$ cat src/rtl/cpu_defs_pkg.sv
// Shared CPU front-end definitions.
//   fifo_entry_t    : one fetched instruction, {pc, inst}
//   INST_FIFO_DEPTH : default instruction buffer depth
package cpu_defs_pkg;

    typedef struct packed {
        logic [31:0] pc;
        logic [31:0] inst;
    } fifo_entry_t;

    localparam int INST_FIFO_DEPTH = 16;

endpackage

$ cat src/rtl/inst_fifo_mem.sv
// Instruction buffer storage: DEPTH x fifo_entry_t register file.
// Ports:
//   clk           : clock, writes on posedge
//   we1/wa1/wd1   : write port 1 (enable, address, entry)
//   we2/wa2/wd2   : write port 2; never aliases port 1 when both enabled
//   ra1/rd1       : async read port 1
//   ra2/rd2       : async read port 2
// Storage is deliberately not reset.
module inst_fifo_mem
    import cpu_defs_pkg::*;
#(
    parameter int DEPTH  = INST_FIFO_DEPTH,
    parameter int ADDR_W = $clog2(DEPTH)
) (
    input  logic              clk,
    input  logic              we1,
    input  logic [ADDR_W-1:0] wa1,
    input  fifo_entry_t       wd1,
    input  logic              we2,
    input  logic [ADDR_W-1:0] wa2,
    input  fifo_entry_t       wd2,
    input  logic [ADDR_W-1:0] ra1,
    output fifo_entry_t       rd1,
    input  logic [ADDR_W-1:0] ra2,
    output fifo_entry_t       rd2
);

    fifo_entry_t mem [DEPTH];

    // One register per entry; the two write ports target distinct slots,
    // so the priority between them is never exercised.
    for (genvar i = 0; i < DEPTH; i++) begin : g_entry
        always_ff @(posedge clk) begin
            if (we1 && wa1 == ADDR_W'(i))
                mem[i] <= wd1;
            else if (we2 && wa2 == ADDR_W'(i))
                mem[i] <= wd2;
        end
    end

    assign rd1 = mem[ra1];
    assign rd2 = mem[ra2];

endmodule

$ cat src/rtl/inst_fifo_dual.sv
// Dual-push / dual-pop instruction buffer between fetch and dual-issue decode.
// Ports:
//   clk, rst_n                : clock, synchronous active-low reset
//   flush                     : drop all entries (redirect/exception)
//   write_en1/2, write_pc1/2,
//   write_inst1/2             : up to two pushes per cycle; entry 2 needs entry 1
//   read_en1/2                : pop master / master+slave; read_en2 needs read_en1
//   master_*/slave_*          : show-ahead head and head+1 entries, zero when invalid
//   fifo_empty/almost_empty   : count == 0 / count == 1
//   fifo_full                 : fewer than two free slots
module inst_fifo_dual
    import cpu_defs_pkg::*;
#(
    parameter  int DEPTH  = INST_FIFO_DEPTH,
    localparam int ADDR_W = $clog2(DEPTH)
) (
    input  logic        clk,
    input  logic        rst_n,
    input  logic        flush,
    input  logic        write_en1,
    input  logic        write_en2,
    input  logic [31:0] write_pc1,
    input  logic [31:0] write_inst1,
    input  logic [31:0] write_pc2,
    input  logic [31:0] write_inst2,
    input  logic        read_en1,
    input  logic        read_en2,
    output logic        master_valid,
    output logic [31:0] master_pc,
    output logic [31:0] master_inst,
    output logic        slave_valid,
    output logic [31:0] slave_pc,
    output logic [31:0] slave_inst,
    output logic        fifo_empty,
    output logic        fifo_almost_empty,
    output logic        fifo_full
);

    localparam int CNT_W = ADDR_W + 1;

    logic [ADDR_W-1:0] head, tail;
    logic [CNT_W-1:0]  count;

    logic        wr_one, wr_two, pop_one, pop_two;
    logic [1:0]  n_push, n_pop;
    fifo_entry_t rd_master, rd_slave;

    // Full is judged before this cycle's pop, so a popped full FIFO still refuses.
    assign wr_one  = write_en1 && !fifo_full;
    assign wr_two  = wr_one && write_en2;
    // Over-reads are clipped against the pre-edge count.
    assign pop_one = read_en1 && count >= CNT_W'(1);
    assign pop_two = pop_one && read_en2 && count >= CNT_W'(2);

    assign n_push = wr_two  ? 2'd2 : (wr_one  ? 2'd1 : 2'd0);
    assign n_pop  = pop_two ? 2'd2 : (pop_one ? 2'd1 : 2'd0);

    always_ff @(posedge clk) begin
        if (!rst_n || flush) begin
            head  <= '0;
            tail  <= '0;
            count <= '0;
        end else begin
            head  <= head + ADDR_W'(n_pop);
            tail  <= tail + ADDR_W'(n_push);
            count <= count + CNT_W'(n_push) - CNT_W'(n_pop);
        end
    end

    inst_fifo_mem #(.DEPTH(DEPTH), .ADDR_W(ADDR_W)) u_mem (
        .clk (clk),
        .we1 (wr_one && rst_n && !flush),
        .wa1 (tail),
        .wd1 ('{pc: write_pc1, inst: write_inst1}),
        .we2 (wr_two && rst_n && !flush),
        .wa2 (tail + ADDR_W'(1)),
        .wd2 ('{pc: write_pc2, inst: write_inst2}),
        .ra1 (head),
        .rd1 (rd_master),
        .ra2 (head + ADDR_W'(1)),
        .rd2 (rd_slave)
    );

    assign master_valid      = count >= CNT_W'(1);
    assign slave_valid       = count >= CNT_W'(2);
    // Mask unwritten/stale storage so invalid slots read as zero.
    assign master_pc         = master_valid ? rd_master.pc   : '0;
    assign master_inst       = master_valid ? rd_master.inst : '0;
    assign slave_pc          = slave_valid  ? rd_slave.pc    : '0;
    assign slave_inst        = slave_valid  ? rd_slave.inst  : '0;
    assign fifo_empty        = count == '0;
    assign fifo_almost_empty = count == CNT_W'(1);
    assign fifo_full         = count > CNT_W'(DEPTH - 2);

    always_ff @(posedge clk) begin
        if (rst_n) begin
            assert (!(fifo_empty && fifo_full));
            assert (count <= CNT_W'(DEPTH));
        end
    end

endmodule

$ cat config.mk
export PLATFORM = sky130hd
export DESIGN_NAME = inst_fifo_dual
export DESIGN_NICKNAME = d
export VERILOG_FILES = /design/src/rtl/cpu_defs_pkg.sv /design/src/rtl/inst_fifo_mem.sv /design/src/rtl/inst_fifo_dual.sv
export SDC_FILE = /design/constraint.sdc
export NUM_CORES = 2
export LEC_CHECK = 0
export ABC_AREA = 1
export CORE_MARGIN = 10
export CORE_UTILIZATION = 35
export CTS_CLUSTER_DIAMETER = 50
export DETAILED_ROUTE_END_ITERATION = 10
export SKIP_LAST_GASP = 1
export SYNTH_ARGS = -nofsm -noshare
export SYNTH_HDL_FRONTEND = slang
export SYNTH_SLANG_ARGS = --single-unit
$ cat constraint.sdc
create_clock -name clk -period 5.7 [get_ports clk]
set_input_delay 1.14 -clock clk [delete_from_list [all_inputs] [get_ports clk]]
set_output_delay 1.14 -clock clk [all_outputs]
set_load 0.02 [all_outputs]
Yosys cells after proc, flatten, opt, wreduce, memory -nomap -nowiden. Memory sizes are Yosys's and may differ from the RTL's. A register that Yosys moved wholly into a read port is not among the register bits. Cells that the tools add are included.

Add/subtract/negate cells: 6. $lt $le $gt $ge: 3. Equal/unequal tests: 31. Muxes and demuxes: 147. Bitwise gates (word level): 16. Reductions and logical operators: 62.

Operator list (number): $mux 64 (30); $reduce_or 64->1 (14); $mux 32 (4); $mux 1 (96); $eq 4x4->1 const B (16); $mux 4 (15); $logic_and 1x1->1 (41); $eq 4x3->1 const B (8); $eq 4x2->1 const B (4); $or 1x1->1 (16); $add 4x1->4 const B (2); $add 4x2->4 (2); $eq 4x1->1 const B (2); $logic_not 4->1 (2); $add 5x2->5 (1); $eq 5x1->1 const B (1); $ge 5x1->1 const B (1); $ge 5x2->1 const B (1); $gt 5x4->1 const B (1); $logic_not 5->1 (1); $sub 5x2->5 (1); $mux 2 (2); $logic_not 1->1 (3); $logic_or 1x1->1 (1).

Register bits: 13. Bits in writable memories: 1024. Input port bits: 135. Output and inout bits: 133. Logic and storage cells: 269. Memories: 1.

Memories: u_mem.mem (depth 16, width 64, rd ports 2, clocked after memory_dff 1, wr ports 2, RTL line inst_fifo_mem.sv:28) `fifo_entry_t mem [DEPTH];`.

Logic depth before layout (Yosys ltp).
Depth after elaboration: 19. Mapped depth: 15.

Modules after synthesis. Synthesis repeated with hierarchy kept, for this count alone.

Cell total of the unflattened synthesis: 9472. Area total of the unflattened synthesis: 67574.8 um2.

Modules (own cells, without submodules): inst_fifo_mem (times used 1, cells an instance 9075, area each 65471.5 um2); inst_fifo_dual (times used 1, cells an instance 397, area each 2103.3 um2).

Least setup slack after synthesis. No wires, ideal clock.

Path kind: in2reg. From: in rst_n. To: mem u_mem.mem[12][0] (netlist bit) (enable). Setup time: 0.423 ns. Arrival: 3.443 ns. Data required time: 5.277 ns. Slack: 1.834 ns. Cell stages on the path: 8. Buffers on the path: 2. Cells stage by stage: inv_1 > nor2_2 > inv_2 > nor2_4 > buf_12 > nand3_4 > clkbuf_1 > nand2_1.

RTL lines: start, declared (RTL line inst_fifo_dual.sv:18) `input logic rst_n,`; end, declared (RTL line inst_fifo_mem.sv:28).

Worst setup path in the final report.
From: reg head[2]. To: out slave_inst[24].

Longest elaborated chain between the ends: 3.

Ends and longest elaborated chain: start, declared (RTL line inst_fifo_dual.sv:41) `logic [ADDR_W-1:0] head, tail;`; start signal, assigned (RTL line inst_fifo_dual.sv:64) `head <= head + ADDR_W'(n_pop);`; $add 4x1->4 (RTL line inst_fifo_dual.sv:80) `.ra2 (head + ADDR_W'(1)),`; $mem_v2 16x64; $mux 32 (RTL line inst_fifo_dual.sv:90) `assign slave_inst = slave_valid ? rd_slave.inst : '0;`; end, declared (RTL line inst_fifo_dual.sv:33) `output logic [31:0] slave_inst,`.

No other way between the ends.

==> results.yml <==
power:
  pwr-share-clk_pct: 32.6
  power.leakage_nw: 27.9
  vdd_drop_max_uv: 575
  power_frac_seq_pct: 33.0
  power_frac_comb_pct: 34.4
  internal_power_w: 0.0162
  p_switching_w: 0.00959
  p_sw_share_pct: 37.2
  power_density_mw_per_mm2: 359
layout:
  finalNonFillerCells: 10400
  layout-drive-gt1-share_pct: 6.55
  multiInputGateArea_mm2: 0.0272
  syn_to_final_growth_pct: 11.3
  nets: 7949
  final_area_mm2: 0.0717
  register_area_mm2: 0.0310
  n_fill_cell: 18300
timing:
  tightest_slew_ns: 1.34
  final.setup.tns_ns: 0
  drv_slew: 0
  setup_viol: 0
  rsz0062_at_grt: "false"
  period_minus_slack_ns: 5.51
  fmaxAchievable_mhz: 182
  skew_ns: 0.0310
  max-slew-margin-rel_pct: 10.9
  hold_viol_final: 0
  finalCritPeriodShare_pct: 96.6
die:
  die_w_um: 449
  initial_core_util_pct: 35.2
  die_y_um: 449
  rows: 157
  die_area_mm2: 0.202
  ios: 268
  core_area_mm2: 0.183
place:
  place_area_mm2: 0.0675
  dp.cells: 10100
  dpl.hpwl_um: 146000
  place_congestion: 0.847
  io_buffers: 267
logic_synthesis:
  synth_top_cell_by_area: "edfxtp_1"
  syn_area_mm2: 0.0645
  synth.distinct_cells: 34
  synthesis.nets: 8253
  syn_inst: 8103
  synth_largest_type_area_fraction_pct: 47.7
  synth_seq_cells: 1037
  ys_seq_area_share_pct: 48.1
  ys_warn_count: 0
  ys_top_cells_by_area: "edfxtp_1 48%, nand2_1 12%, o21ai_0 6.3%, nand3_1 5.9%, o21ai_1 4.2%"
  avgSynthCellArea_um2: 7.95
critical_path:
  critPathMaxFanout: 24
  worst_setup_path_end_kind: "output port"
  worst_path_max_delay_cell: "dfxtp_4"
  cp.required_ns: 4.56
  crit_chain: "nand2_2 -> inv_4 -> nand2_4 -> xor2_4 -> buf_12 -> buf_4 -> nand3_1 -> a21oi_1 -> clkdlybuf4s50_1"
  crit_type: "register to output port"
  worstSetupStartpointType: "register"
  critPathMaxStageDelay_ns: 0.68
  crit_arrival_ns: 4.37
clock_network:
  h-tree-depth: 4
  cts_tree: "built"
  numClockSinks: 1037
  ctsHoldBuffers: 0
  clk_latency_ns: 0.79
  clock_path_buffers: 3
  root_buffer: "clkbuf_16"
  cts-buffers-inserted: 131
  clk_pin_slew_ns: 0.06
global_routing:
  track_usage_pct: 23.9
  grt_pass1_vias: 54500
  grt_pass1_wl_um: 366000
  overflow: 0
  grt_max_degree: 279
  antenna_found_initial: 27
routing:
  vias: 59400
  routed_wl_um: 253000
  drcViolationCount: 0
  antenna_left: 0
  dr.pass1.iters: 7
  via_per_inst: 5.72
  drt_iter0_markers: 8985
  wire_per_inst_um: 24.4
hold_path:
  hold_class: "register to register"
run:
  cap_violations: 0
run_status:
  status: "finished, final reports clean"
[through the flow]
stage | setup WS (ns) | total power [W] | util [%] | hold WS (ns)
6_report | 0.195 | 0.0258 | 39.2 | 0.537
5_1_grt | 0.139 | 0.0268 | 39.2 | 0.564
4_1_cts | 0.0360 | 0.0258 | 39.2 | 0.527
3_5_place_dp | 0.888 | 0.0175 | 36.8 | 0.514
3_3_place_gp | 0.902 | 0.0174 | 36.8 | 0.501
2_1_floorplan | 1.83 | 0.0136 | - | 0.455
[power groups by stage]
stage                     Sequential [W]  Clock (W)  Combinational (W)
after floorplan                  0.00864          0            0.00495
after global placement           0.00867          0            0.00874
after detailed placement         0.00867          0            0.00882
after CTS                        0.00851    0.00844            0.00886
after global routing             0.00852    0.00874            0.00951
final                            0.00852    0.00840            0.00888
[metal layers]
| layer | vias to the layer above | global-route usage (%) | share of wire (%) |
|---|---|---|---|
| met5 | - | 0 | 0.025 |
| met4 | 10 | 12.8 | 5.2 |
| met3 | 564 | 4.15 | 11 |
| met2 | 3683 | 37.7 | 45 |
| met1 | 28000 | 31.2 | 38 |
| li1 | 27100 | - | - |
[worst max-delay path: cells and delay by family, from the launching register on]
kind            cells  cell delay (ns)
buf+inv             4             1.68
flops               1             0.68
simple gates        3             0.55
xor+xnor            1             0.40
compound gates      1             0.18
[cells by family after synthesis]
family | Yosys count | share of synthesized area (%)
flops | 1037 | 48.1
xor+xnor | 6 | 0.140
buf+inv | 1302 | 9.93
compound gates | 2194 | 19.0
fa+ha+maj | 15 | 0.338
simple gates | 3549 | 22.5
[synth_stat cells, drive strengths merged]
library cell	instances
nand2	2077
o21ai	1455
edfxtp	1024
nand3	768
nor2	700
buf	558
inv	454
a21oi	383
o211ai	355
clkbuf	289
dfxtp	13
ha	11
fa	4
nand4	3
xnor2	3
xor2	3
clkinv	1
nor3	1
o21bai	1
[placed cells by master (no fill, tap or decap), drive strengths merged, types with 13 or more instances in the layout]
master	n
a21oi	383
buf	168
clkbuf	158
clkdlybuf4s50	242
clkinv	48
dfxtp	13
diode	20
edfxtp	1024
inv	461
nand2	2077
nand3	768
nor2	700
o211ai	355
o21ai	1455
[worst paths after layout]
check | startpoint | cells after the start | to | slack, ns
max | head[2] | 9 | slave_inst[24] | 0.19
min | tail[3] | 1 | tail[3] | 0.54
max reg2reg | count[4] | 11 | u_mem.mem[8][24] | 2.07
min reg2reg | tail[3] | 1 | tail[3] | 0.54
[layout make-up]
| class | instances | area share (%) |
|---|---|---|
| tap | 2464 | 4.30 |
| antenna | 20 | 0.0698 |
| clock buffer | 158 | 4.80 |
| inverter | 455 | 2.44 |
| multi-input combinational | 5764 | 38.0 |
| sequential | 1037 | 43.2 |
| clock inverter | 74 | 1.09 |
| timing repair buffer | 410 | 6.09 |
[repair_timing]
item / CTS / global route
buffers inserted: 0 / 0
resized for setup: 0 / 2
endpoints found under the setup margin: 0 / 1
[registers in the layout, summed over array words and instances, names as in the netlist]
register / cells
u_mem.mem: 1024
tail: 4
head: 4
count: 5
Power figures use the tool's default switching activity.
